--- src/rtl/ft601_fifo_slv.sv ---
// FT601-side responder for the 245 synchronous FIFO bus: answers a FIFO master
// with TXE_N/RXF_N and read data, and bridges to local upstream/downstream buffers.
package pkg_ft601_ctrl_defines;
  localparam int WIDTH_DATA = 32;
  localparam int CNT_BE     = 4;
endpackage

module ft601_fifo_slv
  import pkg_ft601_ctrl_defines::*;
#(
  parameter int DEPTH = 16
) (
  input  logic                    i_clk,
  input  logic                    i_rst,
  input  logic [WIDTH_DATA-1:0]   i_data,
  output logic [WIDTH_DATA-1:0]   o_data,
  output logic                    o_dataOe,
  input  logic [CNT_BE-1:0]       i_be,
  output logic [CNT_BE-1:0]       o_be,
  output logic                    o_beOe,
  input  logic                    i_wrN,
  input  logic                    i_rdN,
  input  logic                    i_oeN,
  output logic                    o_txeN,
  output logic                    o_rxfN,
  output logic [WIDTH_DATA-1:0]   o_upData,
  output logic [CNT_BE-1:0]       o_upBe,
  output logic                    o_upValid,
  input  logic                    i_upReady,
  input  logic [WIDTH_DATA-1:0]   i_dnData,
  input  logic [CNT_BE-1:0]       i_dnBe,
  input  logic                    i_dnValid,
  output logic                    o_dnReady,
  output logic [$clog2(DEPTH):0]  o_upLevel,
  output logic [$clog2(DEPTH):0]  o_dnLevel,
  output logic                    o_protoErr
);

  localparam int AW = $clog2(DEPTH);
  localparam int WW = WIDTH_DATA + CNT_BE;
  localparam logic [AW:0] LVL_FULL = (AW+1)'(DEPTH);

  logic [WW-1:0] r_upMem [DEPTH];
  logic [WW-1:0] r_dnMem [DEPTH];
  logic [AW:0]   r_upWrPtr, r_upRdPtr, r_dnWrPtr, r_dnRdPtr;
  logic          r_txeN, r_rxfN, r_dataOe, r_protoErr;

  logic          w_contention, w_wrXfer, w_rdXfer, w_upPop, w_dnPush;
  logic [AW:0]   w_upLevel, w_dnLevel, w_upLevelNext, w_dnLevelNext;
  logic [WW-1:0] w_upHead, w_dnHead;

  assign w_upLevel = r_upWrPtr - r_upRdPtr;
  assign w_dnLevel = r_dnWrPtr - r_dnRdPtr;

  // A write strobe while we drive (or are asked to drive) the bus is contention.
  assign w_contention = ~i_wrN & (~i_oeN | r_dataOe);
  assign w_wrXfer     = ~i_wrN & ~r_txeN & i_oeN & ~r_dataOe;
  assign w_rdXfer     = ~i_rdN & ~i_oeN & r_dataOe & ~r_rxfN & i_wrN;
  assign w_upPop      = (w_upLevel != '0) & i_upReady;
  assign o_dnReady    = (w_dnLevel != LVL_FULL) & ~i_rst;
  assign w_dnPush     = i_dnValid & o_dnReady;

  assign w_upLevelNext = w_upLevel + {{AW{1'b0}}, w_wrXfer} - {{AW{1'b0}}, w_upPop};
  assign w_dnLevelNext = w_dnLevel + {{AW{1'b0}}, w_dnPush} - {{AW{1'b0}}, w_rdXfer};

  always_ff @(posedge i_clk or posedge i_rst) begin
    if (i_rst) begin
      r_upWrPtr  <= '0;
      r_upRdPtr  <= '0;
      r_dnWrPtr  <= '0;
      r_dnRdPtr  <= '0;
      r_txeN     <= 1'b1;
      r_rxfN     <= 1'b1;
      r_dataOe   <= 1'b0;
      r_protoErr <= 1'b0;
    end else begin
      if (w_wrXfer) r_upWrPtr <= r_upWrPtr + 1'b1;
      if (w_upPop)  r_upRdPtr <= r_upRdPtr + 1'b1;
      if (w_dnPush) r_dnWrPtr <= r_dnWrPtr + 1'b1;
      if (w_rdXfer) r_dnRdPtr <= r_dnRdPtr + 1'b1;
      r_txeN     <= (w_upLevelNext == LVL_FULL);
      r_rxfN     <= (w_dnLevelNext == '0);
      r_dataOe   <= ~i_oeN;
      r_protoErr <= r_protoErr | w_contention;
    end
  end

  // Storage needs no reset: the pointers alone define which entries are live.
  always_ff @(posedge i_clk) begin
    if (w_wrXfer) r_upMem[r_upWrPtr[AW-1:0]] <= {i_be, i_data};
    if (w_dnPush) r_dnMem[r_dnWrPtr[AW-1:0]] <= {i_dnBe, i_dnData};
  end

  assign w_upHead = (w_upLevel != '0) ? r_upMem[r_upRdPtr[AW-1:0]] : '0;
  assign w_dnHead = (w_dnLevel != '0) ? r_dnMem[r_dnRdPtr[AW-1:0]] : '0;

  assign o_upData   = w_upHead[WIDTH_DATA-1:0];
  assign o_upBe     = w_upHead[WW-1:WIDTH_DATA];
  assign o_upValid  = (w_upLevel != '0);
  assign o_data     = w_dnHead[WIDTH_DATA-1:0];
  assign o_be       = w_dnHead[WW-1:WIDTH_DATA];
  assign o_dataOe   = r_dataOe;
  assign o_beOe     = r_dataOe;
  assign o_txeN     = r_txeN;
  assign o_rxfN     = r_rxfN;
  assign o_upLevel  = w_upLevel;
  assign o_dnLevel  = w_dnLevel;
  assign o_protoErr = r_protoErr;

endmodule

--- config.mk ---
export PLATFORM = sky130hd
export DESIGN_NAME = ft601_fifo_slv
export DESIGN_NICKNAME = d
export VERILOG_FILES = /design/src/rtl/ft601_fifo_slv.sv
export SDC_FILE = /design/constraint.sdc
export NUM_CORES = 1
export LEC_CHECK = 0
export BUFFER_PORTS_ARGS = -buffer_cell sky130_fd_sc_hd__buf_2
export CAP_MARGIN = 10
export CORE_ASPECT_RATIO = 1.2
export CORE_MARGIN = 2
export CORE_UTILIZATION = 45
export CTS_BUF_LIST = sky130_fd_sc_hd__clkbuf_4 sky130_fd_sc_hd__clkbuf_8
export DETAILED_ROUTE_END_ITERATION = 8
export GPL_TIMING_DRIVEN = 0
export HOLD_SLACK_MARGIN = 0.12
export PLACE_DENSITY = 0.7
export SLEW_MARGIN = 10
export SYNTH_ARGS = -nofsm -noshare
export SYNTH_HDL_FRONTEND = slang
export SYNTH_SLANG_ARGS = --single-unit
--- constraint.sdc ---
create_clock -name i_clk -period 6.6 [get_ports i_clk]
set_input_delay 0.66 -clock i_clk [delete_from_list [all_inputs] [get_ports i_clk]]
set_output_delay 0.66 -clock i_clk [all_outputs]
set_load 0.05 [all_outputs]
* Word level (Yosys, flattened, before mapping)
Memory sizes are Yosys's and may differ from the RTL's. Cells that the tools add are included.
Word-level totals: register bits 24, bits in writable memories 1152, output and inout port bits 89, word-level logic and storage cells 51, memories 2
Memory list:
- r_dnMem | words 16, bits a word 36, rd ports 1, clocked after Yosys merged registers in 0, write ports 1, line 44 | logic [WW-1:0] r_dnMem [DEPTH];
- r_upMem | words 16, bits a word 36, rd ports 1, clocked after Yosys merged registers in 0, write ports 1, line 43 | logic [WW-1:0] r_upMem [DEPTH];
Operators by class: add/sub/neg operators 10, reduce and logical (&&, ||, !) cells 3, eq/ne operators 2, bitwise operators 20, multiplexer cells 6
Operator list (count):
- $mux W36 | 2
- $add A5 B1 Y5 const B | 4
- $and A1 B1 Y1 | 11
- $add A5 B1 Y5 | 2
- $reduce_bool A5 Y1 | 2
- $sub A5 B1 Y5 | 2
- $sub A5 B5 Y5 | 2
- $not A1 Y1 | 7
- $eq A5 B5 Y1 const B | 1
- $logic_not A5 Y1 | 1
- $ne A5 B5 Y1 const B | 1
- $mux W1 | 4
- $or A1 B1 Y1 | 2

* Longest topological paths before layout
word-level depth 7, gate-level depth with buffers 22, depth with buffers taken out 19

* Worst setup path after synthesis
Ideal clock, no wire load.
path type reg-to-reg, from register r_dnRdPtr[2], to memory r_dnMem[3][0] in the netlist's numbering, enable pin, setup time 0.474 ns, setup slack 1.046 ns, stages on the path, launching flop included 15, path buffers 3, clock period less this slack 5.554 ns, arrival time 5.080 ns, cells stage by stage dfrtp_1 -> buf_4 -> inv_2 -> buf_2 -> ha_1 -> a21oi_1 -> nand2_1 -> xnor2_1 -> ha_1 -> nand3b_1 -> nor2b_1 -> a211oi_2 -> buf_4 -> nand2_1 -> nor3_1
On the way: longest elaborated chain between the ends 6
Ends and longest elaborated chain:
- from (decl) | line 45 | logic [AW:0] r_upWrPtr, r_upRdPtr, r_dnWrPtr, r_dnRdPtr;
- from (signal assigned) | line 80 | if (w_rdXfer) r_dnRdPtr <= r_dnRdPtr + 1'b1;
- $sub A5 B5 Y5 | line 53 | assign w_dnLevel = r_dnWrPtr - r_dnRdPtr;
- $ne A5 B5 Y1 | line 60 | assign o_dnReady = (w_dnLevel != LVL_FULL) & ~i_rst;
- $and A1 B1 Y1 | line 60
- $and A1 B1 Y1 | line 61 | assign w_dnPush = i_dnValid & o_dnReady;
- $mux W1 | line 91 | if (w_dnPush) r_dnMem[r_dnWrPtr[AW-1:0]] <= {i_dnBe, i_dnData};
- $mux W1 (not written as such) | line 91
- to (decl) | line 44
Every way passes these cells.

* Final worst setup path
from register r_dnRdPtr[2], to output port o_be[0]
On the way: longest elaborated chain between the ends 3
Ends and longest elaborated chain:
- $sub A5 B5 Y5 | line 53
- $reduce_bool A5 Y1 | line 95 | assign w_dnHead = (w_dnLevel != '0) ? r_dnMem[r_dnRdPtr[AW-1:0]] : '0;
- $mux W36 * | line 95
- to (decl) | line 19 | output logic [CNT_BE-1:0] o_be,
Every way passes the cells marked *; elsewhere a longest branch is shown, timed or not.

==> impl_results.md <==
* CTS tree: yes
* Synthesized Nets at 2,248
* Setup crit end kind: output port
* Ys flop type: edfxtp_1
* DRC viols at 0
* Vias in the first global route at about 25,000
* Number of synthesized flops with an enable pin at between 1,000 and 1,500
* CTS clk-pin slew, worst paths at 60 ps
* Clock Power Share at 23.2%
* Reg2reg path depth at 19
* Status: finished, final reports clean
* Internal power at 15.2 mW
* Worst-path fanout max at 10
* Layout area overhead at 16.1%
* Initial core utilization at 45.4%
* DRT Wirelength at 107,000 um
* Synth top area cells: edfxtp_1, mux4_2, mux2i_1, nand2_1, and3_1
* TritonCTS buffer count at between 150 and 200
* Number of synthesis warnings at 0
* Dpl cells at 3,718
* Min cycle time layout at 5790 ps
* Final weighted congestion in routability-driven placement at a little under 0.8
* Worst-Margin Slew at slightly below 1000 ps
* Pre-CTS setup slack at 1430 ps
* Fmax at 173 MHz
* # Max-Cap Violations at 0
* Sequential power share at 35.1%
* LEAKAGE at 17.8 nW
* CTS H-tree depth at 4
* Clock buffer depth at 3
* WP buf/inv at 5
* Clock sink count at 1,176
* Unrepaired setup endpoints after global routing: no
* WS Path Type: reg -> out
* Clk_skew at approximately 44 ps
* Synthesized area at 0.0461 mm^2
* Sw Pwr at 9.54 mW
* Antenna violations before repair at 10
* Final design utilization at 52.7%
* Crit path required time at 5940 ps
* Hold Path Origin: i_dnData[2]
* Share of layout cells above drive strength 1 at 32.7%
* Final std cells w/o fill at about 4,000
* Yosys top cell area share at roughly three quarters
* Core area at between 0.1 and 0.15 mm^2
* Count leader, synth: edfxtp_1
* Synth Area per Inst at roughly 22 um^2
* Reg2reg start: r_dnRdPtr[2]
* Worst R2R Setup Slack at 1340 ps
* DIE AREA at ~0.11 mm^2
* Max incr delay on CP at 580 ps
* DRT iter0 DRCs at ~1,900
* Slew headroom at roughly a third
* Worst Setup Start Kind: register
* Clk_lat worst skew at 860 ps
* Gr ovfl total at 0
* Seq/Total Area, Yosys at 76.3%
* Yosys cell types at 45
* WL/cell at 26.2 um
* Die Y at 355 um
* Worst Hold Path EP: r_dnMem[1][2]
* Synth async-reset ratio at 2.04%
* Global-route wire length before repair at 157,000 um
* Post-CTS setup buffers at 0
* Cell Area, Placed at 0.0497 mm^2
* Drt via density at about 5.6
* Vias at ~23,000
* R2r endpoint: o_rxfN
* Largest net degree at the start of global routing at 37
* Slew Limit Fails at 0
* Row cnt at 128
* Peak supply drop at 0.529 mV
* Crit-path cells: buf_4 > inv_2 > buf_2 > ha_1 > a21oi_1 > nand2_1 > xnor2_1 > ha_1 > nand3b_1 > nor2_2 > buf_4 > a211oi_1 > buf_2
* WHS Path Cells at 1
* Die W at 296 um
* Yosys reg bits at 1,176
* All-layer global routing usage at 20.6%
* Final period utilization at 87.8%
* Crit-path slowest cell: nor2_2
* IO Port Bufs at 167
* Final nets at 2,687
* Hold Buf Count CTS at 42
* IO Pins at 168
* Final setup viols at 0
* Setup TNS at 0 ps
* Comb pwr share at between 40% and 50%
* DR pass1 iterations at 5
* Tightest Hold Check Type: in -> reg
* WP data arrival at 5130 ps
* Final Hold Viols at 0
* Synthesized netlist cell count at 2,135
* Root buffer cell: clkbuf_8
* Crit-path leading delay family: buffers and inverters
* CTS resizes at 0
* Sw Share at 38.6%
* Final WS setup at between 800 and 900 ps
* Most instantiated cells after synthesis: edfxtp_1, mux4_2, nand2_1
* Final instance area at 0.0536 mm^2
* Power per cell area at 462 mW/mm^2
* Dpl hpwl at just under 70,000 um
* DRT antenna net count at 0
* Largest area contributor in the netlist: edfxtp_1
[registers in the layout (all words and copies together) (netlist names)]
name	flops
o_beOe	1
o_protoErr	1
o_rxfN	1
o_txeN	1
r_dnMem	576
r_dnRdPtr	5
r_dnWrPtr	5
r_upMem	576
r_upRdPtr	5
r_upWrPtr	5
[worst register-to-register path, delay by kind of cell (launching register included)]
family / cells / cell delay [ps]
compound gates: 3 / 660
xor+xnor: 1 / 420
fa+ha+maj: 5 / 1420
flops: 1 / 470
buf+inv: 6 / 1360
simple gates: 4 / 870
[cell families (layout without fill, tap and decap cells)]
logic type | after synthesis | in the layout | share of synthesized area [%]
compound gates | 95 | 95 | 1.54
xor+xnor | 31 | 31 | 0.711
fa+ha+maj | 34 | 34 | 0.988
buf+inv | 143 | 712 | 1.72
flops | 1176 | 1176 | 76.3
mux | 361 | 361 | 15.7
other cells | 0 | 2 | 0
simple gates | 295 | 295 | 3.07
[per-layer routing]
layer	wire [um]	GRT usage (%)
met1	38100	23.8
met2	56900	36.6
met3	8010	5.11
met4	3640	8.21
met5	80	0
[cell type report]
class	count	area (um^2)
plain buffers	114	684
repair buffers	261	2180
well taps	1365	1710
flip-flops and latches	1176	35200
clock inverters	74	508
multi-input cells	816	10300
diodes	2	5.00
inverters	29	109
fillers	7772	48000
clock buffers	234	2890
[power by group through the flow]
stage	clock (mW)	combinational [mW]	sequential (mW)
3_3_place_gp	0	10.1	8.83
4_1_cts	5.83	10.4	8.68
6_report	5.73	10.3	8.68
3_5_place_dp	0	10.4	8.83
5_1_grt	6.14	10.9	8.70
2_1_floorplan	0	7.53	8.80
[per-stage QoR]
stage                     hold WS, ps  power [mW]
after detailed placement          470        19.2
final                             204        24.7
after global routing              148        25.8
after CTS                         121        24.9
after floorplan                   460        16.3
after global placement            457        19.0
[how the worst max path moves through the flow]
| stage | startpoint | end | slack (ps) | cells past startpoint |
|---|---|---|---|---|
| floorplan | r_dnRdPtr[2] | r_dnMem[3][0] | 1050 | 14 |
| global placement | r_dnRdPtr[2] | r_dnMem[3][2] | -2630 | 14 |
| detailed placement | r_dnRdPtr[2] | o_rxfN | 1430 | 20 |
| CTS | r_dnRdPtr[2] | o_be[0] | 790 | 13 |
| global route | r_dnRdPtr[2] | o_be[0] | 630 | 13 |
| finish | r_dnRdPtr[2] | o_be[0] | 810 | 13 |
[cell usage in the layout (no fill, tap or decap), types with 26 or more instances in the layout]
| cell | instances |
|---|---|
| mux2i_1 | 72 |
| buf_4 | 37 |
| nand2_1 | 158 |
| clkbuf_8 | 181 |
| dlygate4sd3_1 | 42 |
| clkbuf_1 | 35 |
| inv_1 | 26 |
| and3_1 | 73 |
| a211oi_1 | 71 |
| edfxtp_1 | 1152 |
| clkinv_1 | 43 |
| clkbuf_4 | 53 |
| mux4_2 | 288 |
| ha_1 | 30 |
| buf_2 | 192 |
(Power assumes the default switching activity.)
